$ cat src/rtl/latency_stat_collector_pkg.sv
// Shared types and constants for the latency statistics collector.
// Snapshot layout and FSM state encodings.
package latency_stat_collector_pkg;

    typedef struct packed {
        logic [7:0]  seq;
        logic [15:0] cnt;
        logic [7:0]  max;
        logic [7:0]  min;
    } lat_snap_t;

    localparam logic [1:0] LATSTAT_IDLE  = 2'd0;
    localparam logic [1:0] LATSTAT_PRIME = 2'd1;
    localparam logic [1:0] LATSTAT_COUNT = 2'd2;

    // Min latency reset value; reported while the window packet count is zero.
    localparam logic [7:0] LAT_MIN_RST = 8'd255;

endpackage

$ cat src/rtl/lat_snap_fifo.sv
// First-word fall-through FIFO of latency snapshots.
// A push while full is accepted only when a pop happens in the same cycle.
module lat_snap_fifo
    import latency_stat_collector_pkg::*;
#(
    parameter int unsigned DEPTH = 4
) (
    input  logic      clk,
    input  logic      rst_n,
    input  logic      push,
    input  logic      pop,
    input  lat_snap_t wdata,
    output lat_snap_t rdata,
    output logic      full,
    output logic      empty
);

    localparam int unsigned AW = $clog2(DEPTH);

    logic [AW:0] wr_ptr;
    logic [AW:0] rd_ptr;
    lat_snap_t   mem [DEPTH];
    logic        do_push;
    logic        do_pop;

    // Extra MSB on each pointer distinguishes full from empty.
    assign empty   = (wr_ptr == rd_ptr);
    assign full    = (wr_ptr[AW] != rd_ptr[AW]) && (wr_ptr[AW-1:0] == rd_ptr[AW-1:0]);
    assign do_pop  = pop && !empty;
    assign do_push = push && (!full || do_pop);

    always_ff @(posedge clk or negedge rst_n) begin
        if (!rst_n) begin
            wr_ptr <= '0;
            rd_ptr <= '0;
        end else begin
            if (do_push) wr_ptr <= wr_ptr + 1'b1;
            if (do_pop)  rd_ptr <= rd_ptr + 1'b1;
        end
    end

    always_ff @(posedge clk) begin
        if (do_push) mem[wr_ptr[AW-1:0]] <= wdata;
    end

    assign rdata = empty ? '0 : mem[rd_ptr[AW-1:0]];

endmodule

$ cat src/rtl/latency_stat_collector.sv
// Windowed capture of latency_mon statistics into a snapshot stream.
// Pulses mon_upd at every window end and queues the final window values.
module latency_stat_collector
    import latency_stat_collector_pkg::*;
#(
    parameter int unsigned WIN_W      = 32,
    parameter int unsigned SNAP_DEPTH = 4
) (
    input  logic             clk,
    input  logic             rst_n,
    input  logic             cfg_en,
    input  logic [WIN_W-1:0] cfg_window,
    output logic             mon_upd,
    input  logic [7:0]       latency_min,
    input  logic [7:0]       latency_max,
    input  logic [15:0]      latency_pkt_cnt,
    output logic             snap_valid,
    input  logic             snap_ready,
    output logic [7:0]       snap_min,
    output logic [7:0]       snap_max,
    output logic [15:0]      snap_cnt,
    output logic [7:0]       snap_seq,
    output logic [15:0]      drop_cnt
);

    logic [1:0]       state;
    logic [1:0]       state_nxt;
    logic [WIN_W-1:0] win_cnt;
    logic [WIN_W-1:0] win_cnt_nxt;
    logic [WIN_W-1:0] win_lim;
    logic             mon_upd_nxt;
    logic [7:0]       seq;
    logic             capture;
    logic             pop;
    logic             drop;
    logic             fifo_full;
    logic             fifo_empty;
    lat_snap_t        snap_in;
    lat_snap_t        head;

    assign win_lim = (cfg_window == '0) ? '0 : cfg_window - 1'b1;

    always_comb begin
        state_nxt   = state;
        win_cnt_nxt = win_cnt;
        mon_upd_nxt = 1'b0;
        case (state)
            LATSTAT_IDLE: begin
                win_cnt_nxt = '0;
                if (cfg_en) begin
                    state_nxt   = LATSTAT_PRIME;
                    mon_upd_nxt = 1'b1;
                end
            end
            LATSTAT_PRIME: begin
                if (!cfg_en) begin
                    state_nxt   = LATSTAT_IDLE;
                    win_cnt_nxt = '0;
                end else begin
                    // The flush cycle is cycle 0 of the first window.
                    state_nxt = LATSTAT_COUNT;
                    if (win_lim == '0) begin
                        mon_upd_nxt = 1'b1;
                        win_cnt_nxt = '0;
                    end else begin
                        win_cnt_nxt = WIN_W'(1);
                    end
                end
            end
            LATSTAT_COUNT: begin
                if (!cfg_en) begin
                    state_nxt   = LATSTAT_IDLE;
                    win_cnt_nxt = '0;
                end else if (win_cnt >= win_lim) begin
                    mon_upd_nxt = 1'b1;
                    win_cnt_nxt = '0;
                end else begin
                    win_cnt_nxt = win_cnt + 1'b1;
                end
            end
            default: begin
                state_nxt   = LATSTAT_IDLE;
                win_cnt_nxt = '0;
            end
        endcase
    end

    // A pulse seen while in COUNT closes a real window; the PRIME pulse only flushes.
    assign capture = mon_upd && (state == LATSTAT_COUNT);
    assign pop     = !fifo_empty && snap_ready;
    assign drop    = capture && fifo_full && !pop;
    assign snap_in = {seq, latency_pkt_cnt, latency_max, latency_min};

    always_ff @(posedge clk or negedge rst_n) begin
        if (!rst_n) begin
            state    <= LATSTAT_IDLE;
            win_cnt  <= '0;
            mon_upd  <= 1'b0;
            seq      <= 8'd0;
            drop_cnt <= 16'd0;
        end else begin
            state   <= state_nxt;
            win_cnt <= win_cnt_nxt;
            mon_upd <= mon_upd_nxt;
            if (capture) seq <= seq + 8'd1;
            if (drop && (drop_cnt != 16'hFFFF)) drop_cnt <= drop_cnt + 16'd1;
        end
    end

    lat_snap_fifo #(
        .DEPTH (SNAP_DEPTH)
    ) u_fifo (
        .clk   (clk),
        .rst_n (rst_n),
        .push  (capture),
        .pop   (pop),
        .wdata (snap_in),
        .rdata (head),
        .full  (fifo_full),
        .empty (fifo_empty)
    );

    assign snap_valid = !fifo_empty;
    assign snap_min   = head.min;
    assign snap_max   = head.max;
    assign snap_cnt   = head.cnt;
    assign snap_seq   = head.seq;

endmodule

$ cat config.mk
export PLATFORM = sky130hd
export DESIGN_NAME = latency_stat_collector
export DESIGN_NICKNAME = d
export VERILOG_FILES = /design/src/rtl/latency_stat_collector_pkg.sv /design/src/rtl/lat_snap_fifo.sv /design/src/rtl/latency_stat_collector.sv
export SDC_FILE = /design/constraint.sdc
export NUM_CORES = 1
export LEC_CHECK = 0
export ABC_AREA = 1
export ABC_CLOCK_PERIOD_IN_PS = 6900
export CORE_UTILIZATION = 62
export DETAILED_ROUTE_END_ITERATION = 16
export GPL_ROUTABILITY_DRIVEN = 0
export PLACE_DENSITY = 0.86
export RECOVER_POWER = 50
export SYNTH_ARGS = -nofsm -noshare
export SYNTH_HDL_FRONTEND = slang
export SYNTH_HIERARCHICAL = 1
export SYNTH_SLANG_ARGS = --single-unit
$ cat constraint.sdc
create_clock -name clk -period 6.9 [get_ports clk]
set_clock_uncertainty 0.2 [all_clocks]
set_input_delay 0.69 -clock clk [delete_from_list [all_inputs] [get_ports clk]]
set_output_delay 0.69 -clock clk [all_outputs]
set_load 0.01 [all_outputs]
==> Word-level counts from Yosys, hierarchy flattened <==
Memory sizes are Yosys's and may differ from the RTL's.
Cells that the tools add are included.
{ "classes": {"n_addsub": 6, "n_lt_le_gt_ge": 1, "n_eq_ne": 8, "muxes": 19, "n_reduce_logical": 16} }
{ "op_table": {"columns": ["op", "n"], "rows": [
  ["32-bit 2-to-1 mux", 3],
  ["32-bit logical NOT", 2],
  ["32-bit one-hot mux with 2 select lines", 1],
  ["40-bit 2-to-1 mux", 1],
  ["32-bit by 1-bit adder with 32-bit output (second input constant)", 1],
  ["32-bit >= comparator", 1],
  ["32-bit by 1-bit subtractor with 32-bit output (second input constant)", 1],
  ["16-bit by 1-bit adder with 16-bit output (second input constant)", 1],
  ["16-bit inequality test (second input constant)", 1],
  ["1-bit 2-to-1 mux", 9],
  ["8-bit by 1-bit adder with 8-bit output (second input constant)", 1],
  ["1-bit logical AND", 8],
  ["3-bit by 1-bit adder with 3-bit output (second input constant)", 2],
  ["2-bit 2-to-1 mux", 3],
  ["2-bit one-hot mux with 3 select lines", 1],
  ["2-bit inequality test (second input constant)", 2],
  ["3-bit equality test", 1],
  ["1-bit logical NOT", 3],
  ["1-bit one-hot mux with 3 select lines", 1],
  ["2-bit by 1-bit equality test with 1-bit output (second input constant)", 1],
  ["2-bit equality test", 1],
  ["2-bit equality test (second input constant)", 1],
  ["2-bit logical NOT", 1],
  ["2-bit AND reduction", 1],
  ["other kinds (2)", 2]
]} }
{ "totals": {"register_bits": 65, "mem_bits_rw": 160, "in_bits": 68, "out_inout_bits": 58, "elab_cells": 58, "n_memories": 1} }
{ "memory_table": {"columns": ["name", "words", "width", "read_ports", "rd_clocked_by_memory_dff", "wr", "line_no", "text"], "rows": [
  ["u_fifo.mem", 4, 40, 1, 0, 1, "lat_snap_fifo.sv:22", "lat_snap_t mem [DEPTH];"]
]} }

==> Longest topological paths before layout <==
Gate-level depths: netlist of run 1.
{ "logic_depth": {"depth_word": 8, "mapped_depth": 22, "mapped_depth_nobuf": 22} }

==> By module <==
Netlist of run 1, hierarchy kept.
{ "modules_own_cells": {"columns": ["mod", "instances", "cells_each", "area_each_um2", "seq_area_each_um2"], "rows": [
  ["lat_snap_fifo", 1, 571, 6807.8, 4954.8],
  ["latency_stat_collector", 1, 741, 5151.2, 1476.4]
]} }

==> Worst setup path before layout of run 1 <==
OpenSTA, ideal clock, no wires.
{ "synth_timing": {"path_kind": "reg-to-reg", "from": "register u_fifo.rd_ptr[0]", "to": "memory u_fifo/mem[0][0] in the netlist's numbering (enable)", "setup_ps": 437, "arrival_ps": 3299, "t_required_ps": 6263, "path_slack_ps": 2964, "path_stages_with_launch": 12, "n_path_buf": 2, "synth_period_minus_slack_ps": 3936, "cell_sequence": "dfrtp_1 -> buf_4 -> nand2_1 -> nand2_2 -> nand3_4 -> buf_6 -> inv_1 -> nor2_1 -> inv_1 -> nand4_4 -> nand2_2 -> nor2_1"} }
{ "synth_between": {"elab_chain_len": 8, "word_cells_on_any_way": 11, "cone_classes": "eq/ne (2); mux (2); reduce/logical (7)"} }
{ "synth_rtl": {"columns": ["item", "line_no", "text"], "rows": [
  ["start, declared", "lat_snap_fifo.sv:21", "logic [AW:0] rd_ptr;"],
  ["start signal, assigned", "lat_snap_fifo.sv:38", "if (do_pop) rd_ptr <= rd_ptr + 1'b1;"],
  ["3-bit equality test", "lat_snap_fifo.sv:27", "assign empty = (wr_ptr == rd_ptr);"],
  ["net fifo_empty", "latency_stat_collector.sv:37", "logic fifo_empty;"],
  ["1-bit logical NOT", "latency_stat_collector.sv:90", "assign pop = !fifo_empty && snap_ready;"],
  ["1-bit logical AND", "latency_stat_collector.sv:90", null],
  ["net pop", "latency_stat_collector.sv:34", "logic pop;"],
  ["1-bit logical AND", "lat_snap_fifo.sv:29", "assign do_pop = pop && !empty;"],
  ["1-bit logical OR", "lat_snap_fifo.sv:30", "assign do_push = push && (!full || do_pop);"],
  ["1-bit logical AND", "lat_snap_fifo.sv:30", null],
  ["1-bit 2-to-1 mux", "lat_snap_fifo.sv:43", "if (do_push) mem[wr_ptr[AW-1:0]] <= wdata;"],
  ["1-bit 2-to-1 mux (not written as such)", "lat_snap_fifo.sv:43", null],
  ["end, declared", "lat_snap_fifo.sv:22", null]
]} }
The timed path passes the listed nets, and every way through them passes these cells.

==> Worst setup path in the final report of run 1 <==
{ "layout_timing": {"from": "register u_fifo.rd_ptr[0]", "to": "memory u_fifo/mem[3][15] in the netlist's numbering (enable)"} }
The elaborated chain is that of the path after synthesis.

==> results of run 1 <==
per-layer routing:
layer  vias up  GRT usage  wire length (µm)
li1       4598          -                 -
met1      4440      0.349             10900
met2       372      0.513             14200
met3        59     0.0397              1910
met4         2     0.0904               622
met5         -          0                12
sequential cells by signal (all words and copies together) (netlist names):
register	cells
mon_upd	1
u_fifo/mem	160
u_fifo/wr_ptr	3
u_fifo/rd_ptr	3
win_cnt	32
state	2
seq	8
drop_cnt	16
critical path: cells and delay by family, from the launching register on:
| kind | cells | cell delay [ps] |
|---|---|---|
| buffers and inverters | 5 | 1860 |
| flip-flops | 1 | 470 |
| AND/OR/NAND/NOR | 6 | 2480 |
power groups by stage:
stage	Combinational (mW)	Sequential (mW)	Clock [mW]
after CTS	1.74	1.59	1.33
after global routing	1.90	1.60	1.38
after floorplan	1.02	1.60	0
after global placement	1.63	1.61	0
final	1.73	1.59	1.32
after detailed placement	1.68	1.61	0
through the flow:
stage                      util  instances  hold WS [ps]  worst slack [ps]
after detailed placement  0.711       1670           284              1910
final                     0.754       1714           289              1480
after global routing      0.754       1712           328              1270
after global placement    0.711       1670           277              2150
after floorplan               -       1312           194              2960
after CTS                 0.754       1711           185              2450
cells by family (layout without fill, tap and decap cells):
logic type / Yosys count / after routing / synth area share
AND/OR/NAND/NOR: 635 / 635 / 0.241
flip-flops: 225 / 225 / 0.538
buffers and inverters: 194 / 333 / 0.0685
AO/OA/AOI/OAI: 170 / 170 / 0.0726
adder cells (fa/ha/maj): 46 / 46 / 0.0481
XOR/XNOR: 42 / 42 / 0.0323
other: 0 / 3 / 0
final cells by class:
cell class | instances | area [µm²] | area share
Clock buffer | 27 | 633 | 0.0446
Inverter | 159 | 598 | 0.0421
Antenna cell | 3 | 7.51 | 0.000529
Sequential cell | 225 | 6430 | 0.453
Timing Repair Buffer | 133 | 1300 | 0.0917
Tap cell | 260 | 325 | 0.0229
Clock inverter | 14 | 179 | 0.0126
Multi-Input combinational cell | 893 | 4720 | 0.332
synth_stat cells (2+ instances only):
cell type and count:
nand2_2 10, xnor2_1 16, nor3b_1 2, nor4_1 5, buf_1 2, nor3_1 23, buf_6 8, nand4_1 23
nor2_1 238, clkinv_1 4, nor2_2 9, nand3_1 65, nor2_4 6, a31oi_1 3, nand2_1 226, ha_1 46
nand2_4 5, a21oi_1 19, o21ai_0 116, nand3_2 14, buf_2 6, clkbuf_2 3, inv_1 150, dfrtp_1 65
clkbuf_1 11, xor2_1 25, buf_4 5, o21ai_1 27, inv_2 4, edfxtp_1 160
worst paths after layout:
check                                              from                      endpoint  slack [ps]  depth (start not counted)
setup / recovery           u_fifo/rd_ptr[0]$_DFFE_PN0P_   u_fifo/mem[3][15]$_DFFE_PP_        1480                         11
hold / removal                 drop_cnt[14]$_DFFE_PN0P_      drop_cnt[14]$_DFFE_PN0P_         290                          1
setup reg to reg           u_fifo/rd_ptr[0]$_DFFE_PN0P_   u_fifo/mem[3][15]$_DFFE_PP_        1480                         11
hold reg to reg                drop_cnt[14]$_DFFE_PN0P_      drop_cnt[14]$_DFFE_PN0P_         290                          1
max in group asynchronous                         rst_n  u_fifo/rd_ptr[1]$_DFFE_PN0P_        2970                          2
min in group asynchronous                         rst_n      drop_cnt[10]$_DFFE_PN0P_        1270                          2
==> metrics.txt, run 1 <==
Seq cells post-synth 225; CP Launch Type register; Slew Viols, Final 112; syn_nets 1426; row cnt 50; Critical Path AT 5380 ps; Critical Path Sink Type register; First-pass DRT Iterations 5; Ports 126; Crit path required time 6860 ps; Core Box Area 18800 µm²; Power Density 327 nW/µm²; combinational share of power 0.374; drc violations 0; commonest cells after routing, fill and taps aside nor2_1 (235), nand2_1 (226), edfxtp_1 (160); min cycle time layout 5420 ps; slowest stage delay, CP 1370 ps; Clock Tree Buf Depth 3; ys flop type edfxtp_1; most common cell after layout, fill and taps aside nor2_1; H-tree Lvls 1; unrepaired setup endpoints after global routing no; layout cells sized above 1 0.0737; Cell Area, Placed 13400 µm²; area delta synth->final 18.7%; number of global-route vias before repair 9320; synthesized instance count 1312; sw power 1.58 mW; Routed Antenna Nets 0; Syn Area/Cell 9.12 µm²; slowest CP cell nand3_1; Fin Setup TNS 0 ps; TritonCTS Buffers 23; CP cell instances buf_4, nand2_1, nand2_2, nand3_1, inv_1, nor2_1, inv_1, nand4_4, nand2_1, inv_1, buf_4; Slew @ Worst Pin 3500 ps; Max FO, Critical Path 75; Vias 9471; Die X 141 µm; Cell Area, Synth 12000 µm²; post-synthesis sequential area ratio 0.538; Net count, final 1549; leading area contributor after synthesis edfxtp_1; die area 19800 µm²; Rel. slew slack -1.33; First DRT Iteration DRCs 702; HP Class reg -> reg; PortBufs 125; Skew-Pair Late Insertion Delay 500 ps; final setup fails 0; grt total ovfl 0; clock share of power 0.284; Clk pin slew, worst setup/hold paths 60 ps; CTS tree done; number of max-cap violations 2; gr usage total 0.283; final instance area 14200 µm²; synth unique cells 46; VDD IR max 0.000167 V; # hold bufs at CTS 0; Async SR Flop Fraction 0.289; pin count of the biggest net entering global routing 83; switching share of power 0.340; Final Cycle Share 0.786; Ys Warns 6; outcome finished with violations; initial antenna violation count 3; FMAX 184 MHz; # Post-CTS Setup Buffers 0; Initial Util 0.635; Die H 141 µm; Leak 6.16 nW; first-pass GRT wire length 44400 µm; Worst Setup Path Type reg -> reg; FILL cells 1258; Area contributors post-synth edfxtp_1 (40%), dfrtp_1 (14%), nor2_1 (7.5%); failing checks max-capacitance violations, max-slew violations; CTS resizes 0; Cell Int Power 3.06 mW; Final Hold Vio Count 0; CP dominant cell by count inv_1; clk root buf clkbuf_16; clock sinks 225; Avg WL per Cell 16.1 µm; hpwl dp 17600 µm; Post-synth EDFFs 160; Sequential Power Share 0.342; post-DR vias/cell 5.53; share of the synthesized area in the top cell type 0.402; Routed WL 27600 µm; Total Power 4.64 mW
(Power assumes the default switching activity.)
==> run 2, diff against run 1 <==
Settings changed: ABC_CLOCK_PERIOD_IN_PS 6900 to 5000, CORE_UTILIZATION 62 to 57, PLACE_DENSITY 0.86 to 0.8.
Clock period 6.9 ns to 5 ns, I/O delays scaled along.
==> run 2 against run 1 <==
Effect of this change:
- the run still ends with max-capacitance violations, max-slew violations left
- final cell count grew 0.53%
- largest cell class unchanged
- maximum frequency grew 30%
- critical endpoint is now u_fifo/mem[1][14]$_DFFE_PP_
- register-to-register slack lost 660 ps
- critical path depth is the same
- combinational power grew 34%
- wire length shrank 5.6%
- critical path type unchanged
- utilization shrank 5.9 points
- first-iteration DRC count shrank 8.3%
- worst setup slack lost 660 ps
==> metrics.txt, run 2 (synthesized netlist as in run 1, its figures left out) <==
First-pass DRT Iterations 6; Critical Path AT 4160 ps; # Post-CTS Setup Buffers 0; Final Cycle Share 0.835; First DRT Iteration DRCs 644; Slew Viols, Final 66; Setup WS pre-CTS 697 ps; Worst R2R Setup Slack 820 ps; Worst Setup Path Type reg -> reg; Hold Worst Slack 292 ps; Leak 6.14 nW; # hold bufs at CTS 0; layout cells sized above 1 0.0736; slowest CP cell dfrtp_1; Crit path required time 4980 ps; n_diodes 0; Vias 9400; Net count, final 1550; first-pass GRT wire length 42600 µm; CTS tree done; Rel. slew slack -1.35; outcome finished with violations; hpwl dp 17600 µm; Routed Antenna Nets 0; Initial Util 0.585; PortBufs 125; reg2reg start u_fifo/rd_ptr[0]$_DFFE_PN0P_; Placed Cells 1681; most common cell after layout, fill and taps aside nor2_1; unrepaired setup endpoints after global routing no; max reg flops 160; PnR worst setup slack 823 ps; Skew-Pair Late Insertion Delay 500 ps; min cycle time layout 4180 ps; FILL cells 1561; number of max-cap violations 1; H-tree Lvls 1; Total Power 6.27 mW; worst hold start drop_cnt[14]$_DFFE_PN0P_; R2R depth 11; number of global-route vias before repair 8868; failing checks max-capacitance violations, max-slew violations; Clk pin slew, worst setup/hold paths 60 ps; Critical Path Sink Type register; Ports 126; VDD IR max 0.000324 V; final instance area 14200 µm²; area of the multi-input gates 4730 µm²; FMAX 239 MHz; Max FO, Critical Path 45; final core occ 0.695; Slew @ Worst Pin 3520 ps; hold depth 1; Routed WL 26100 µm; final setup fails 0; Fin Setup TNS 0 ps; Core Box Area 20400 µm²; Final Hold Vio Count 0; register area 6430 µm²; Non-Filler Instances 1723; TritonCTS Buffers 23; Cell Area, Placed 13400 µm²; die area 21600 µm²; clock sinks 225; drc violations 0; r2r endpoint u_fifo/mem[1][14]$_DFFE_PP_; Buf+Inv Stages, Crit Path 4; row cnt 52; area delta synth->final 18.7%; CTS resizes 0; slowest stage delay, CP 780 ps; critical path depth 11; Avg WL per Cell 15.1 µm; Power Density 442 nW/µm²; clk root buf clkbuf_16; pin count of the biggest net entering global routing 83; post-DR vias/cell 5.46; CP Launch Type register; CP cell instances inv_2, nand2_1, nand2_2, nand3_4, inv_1, nor2_1, inv_1, nand4_4, nand2_2, nor2_4, buf_4; HP Class reg -> reg; Hold Crit Endpoint drop_cnt[14]$_DFFE_PN0P_; commonest cells after routing, fill and taps aside nor2_1 (235), nand2_1 (226), edfxtp_1 (160); Die X 147 µm; initial antenna violation count 0; gr usage total 0.245; Worst path top cell family by delay simple AND/OR/NAND/NOR gates; grt total ovfl 0; Die H 147 µm; Clock Tree Buf Depth 3
-- run 2: power breakdown --
part	switching [mW]	internal, mW
sequential	0.0996	2.10
combinational	1.32	0.987
clock	0.684	1.07
-- run 2: worst max path at each step --
| stage | start | endpoint |
|---|---|---|
| 4_1_cts | u_fifo/rd_ptr[0]$_DFFE_PN0P_ | u_fifo/mem[1][22]$_DFFE_PP_ |
| 5_1_grt | rst_n | u_fifo/rd_ptr[1]$_DFFE_PN0P_ |
| 3_5_place_dp | cfg_window[0] | win_cnt[20]$_DFF_PN0_ |
| 6_report | u_fifo/rd_ptr[0]$_DFFE_PN0P_ | u_fifo/mem[1][14]$_DFFE_PP_ |
| 2_1_floorplan | u_fifo/rd_ptr[0]$_DFFE_PN0P_ | u_fifo/mem[0][0]$_DFFE_PP_ |
| 3_3_place_gp | cfg_window[0] | win_cnt[20]$_DFF_PN0_ |
-- run 2: worst reg2reg max path: stages (launching register included) --
cell and delay [ps]:
dfrtp_1 780, inv_2 70, nand2_1 100, nand2_2 90
nand3_4 480, inv_1 130, nor2_1 420, inv_1 140
nand4_4 150, nand2_2 150, nor2_4 740, buf_4 400
-- run 2: routing by layer --
metal	vias to the layer above	wire, µm	global-route usage
li1	4592	-	-
met1	4451	11000	0.324
met2	319	12900	0.424
met3	38	1830	0.0345
met4	0	407	0.0620
met5	-	0	0
-- run 2: cell type report --
class / count / area share
tap: 270 / 0.0238
multi-input combinational: 893 / 0.333
timing repair buffer: 134 / 0.0923
sequential: 225 / 0.453
clock inverter: 15 / 0.0131
clock buffer: 27 / 0.0423
inverter: 159 / 0.0421
==> run 3, diff against run 2 <==
Settings changed: ABC_CLOCK_PERIOD_IN_PS 5000 to 3610, CORE_UTILIZATION 57 to 52, PLACE_DENSITY 0.8 to 0.77.
Clock period 5 ns to 3.61 ns, I/O delays scaled along.
==> run 3 against run 2 <==
Effect of this change:
- the run still ends with max-capacitance violations, max-slew violations left
- via count up 1.3%
- sequential power up 39%
- combinational power up 41%
- final cell count up 4.1%
- global-route usage down 1.7 points
- first-iteration DRC count down 11%
- final area up 2.9%
- sequential cell count unchanged
- wire length up 2.4%
- register-to-register slack worse by 120 ps
- clock power up 27%
- worst setup slack worse by 570 ps
- critical path type is now reg -> out
==> metrics.txt, run 3 (synthesized netlist as in run 1, its figures left out) <==
clock sinks 225; TritonCTS Buffers 23; Core Box Area 22600 µm²; drc violations 0; initial antenna violation count 1; Critical Path Sink Type primary output; post-DR vias/cell 5.31; VDD IR max 0.000426 V; Die X 154 µm; Clock Tree Buf Depth 3; Clk pin slew, worst setup/hold paths 60 ps; Initial Util 0.530; gr usage total 0.228; Skew-Pair Late Insertion Delay 520 ps; CTS tree done; Total Power 8.53 mW; # Post-CTS Setup Buffers 0; H-tree Lvls 1; worst setup path endpoint snap_cnt[0]; Worst Setup Path Type reg -> out; Ports 126; failing checks max-capacitance violations, max-slew violations; Non-Filler Instances 1794; r2r endpoint drop_cnt[13]$_DFFE_PN0P_; Fin Setup TNS 0 ps; die area 23600 µm²; Avg WL per Cell 14.9 µm; grt total ovfl 0; CP Launch Point u_fifo/rd_ptr[0]$_DFFE_PN0P_; outcome finished with violations; Power Density 584 nW/µm²; Routed WL 26700 µm; First DRT Iteration DRCs 575; Vias 9519; commonest cells after routing, fill and taps aside nor2_1 (235), nand2_1 (226), edfxtp_1 (160); Die H 154 µm; Max FO, Critical Path 64; Net count, final 1604; Rel. slew slack -0.0982; Leak 6.38 nW; number of global-route vias before repair 9165; area delta synth->final 22.1%; Slew @ Worst Pin 1650 ps; Placed Cells 1749; first-pass GRT wire length 43400 µm; most common cell after layout, fill and taps aside nor2_1; Critical Path AT 2800 ps; Routed Antenna Nets 0; R2R depth 12; Crit path required time 3050 ps; Hold Worst Slack 290 ps; unrepaired setup endpoints after global routing no; Final Hold Vio Count 0; layout cells sized above 1 0.102; First-pass DRT Iterations 5; clk root buf clkbuf_16; number of max-cap violations 1; max reg flops 160; row cnt 55; Slew Viols, Final 31; min cycle time layout 3360 ps; Final Cycle Share 0.931; HP Class reg -> reg; pin count of the biggest net entering global routing 83; final setup fails 0; FMAX 298 MHz; Worst R2R Setup Slack 700 ps; CP Launch Type register; PortBufs 125; final core occ 0.647; reg2reg start u_fifo/rd_ptr[0]$_DFFE_PN0P_; hpwl dp 18400 µm
==> run 3: area by class of cell <==
cell class              instances  area [µm²]
flip-flops and latches        225        6430
clock buffers                  31         626
inverters                     159         598
multi-input cells             893        4740
clock inverters                11        93.8
fillers                      1811        7960
well taps                     285         357
diodes                          2        5.00
repair buffers                188        1760
==> run 3: repair_timing <==
item                       4_1_cts  5_1_grt
hold endpoints to repair        28        0
setup endpoints to repair        0       12
hold buffers                     1        0
gates resized for setup          0        3
==> run 3: worst min-delay path by stage <==
| stage | slack [ps] | endpoint | cells after the start | startpoint |
|---|---|---|---|---|
| 3_3_place_gp | 230 | drop_cnt[10]$_DFFE_PN0P_ | 1 | rst_n |
| 4_1_cts | 240 | win_cnt[7]$_DFF_PN0_ | 2 | rst_n |
| 3_5_place_dp | 240 | drop_cnt[10]$_DFFE_PN0P_ | 1 | rst_n |
| 5_1_grt | 320 | drop_cnt[13]$_DFFE_PN0P_ | 1 | drop_cnt[13]$_DFFE_PN0P_ |
| 2_1_floorplan | -130 | drop_cnt[0]$_DFFE_PN0P_ | 0 | rst_n |
| 6_report | 290 | drop_cnt[13]$_DFFE_PN0P_ | 1 | drop_cnt[13]$_DFFE_PN0P_ |
==> run 3: metal layers <==
metal	global-route usage	vias up	wire, µm
met2	0.399	314	12900
met5	0	-	0
met4	0.0629	0	562
li1	-	4700	-
met3	0.0366	47	1700
met1	0.294	4458	11500
==> run 3: worst max-delay path, cell delays in order, from the launching register on <==
cell and delay, ps:
dfrtp_2 630, buf_6 440, nor2_1 100, nor2_1 160, o21ai_0 160, o21ai_1 120, nand2_1 60, inv_1 60
clkdlybuf4s50_1 520
==> run 3: per-stage QoR <==
stage / area, µm² / setup WS [ps]
floorplan: 12000 / -326
global placement: 13900 / -46.3
detailed placement: 13900 / -163
CTS: 14600 / 93.3
global route: 14600 / 20.6
finish: 14600 / 249
==> run 3: power breakdown <==
part	switching, mW	internal [mW]	total, mW
Sequential	0.138	2.92	3.06
Combinational	1.84	1.41	3.25
Clock	0.934	1.29	2.23
Total	2.91	5.62	8.53
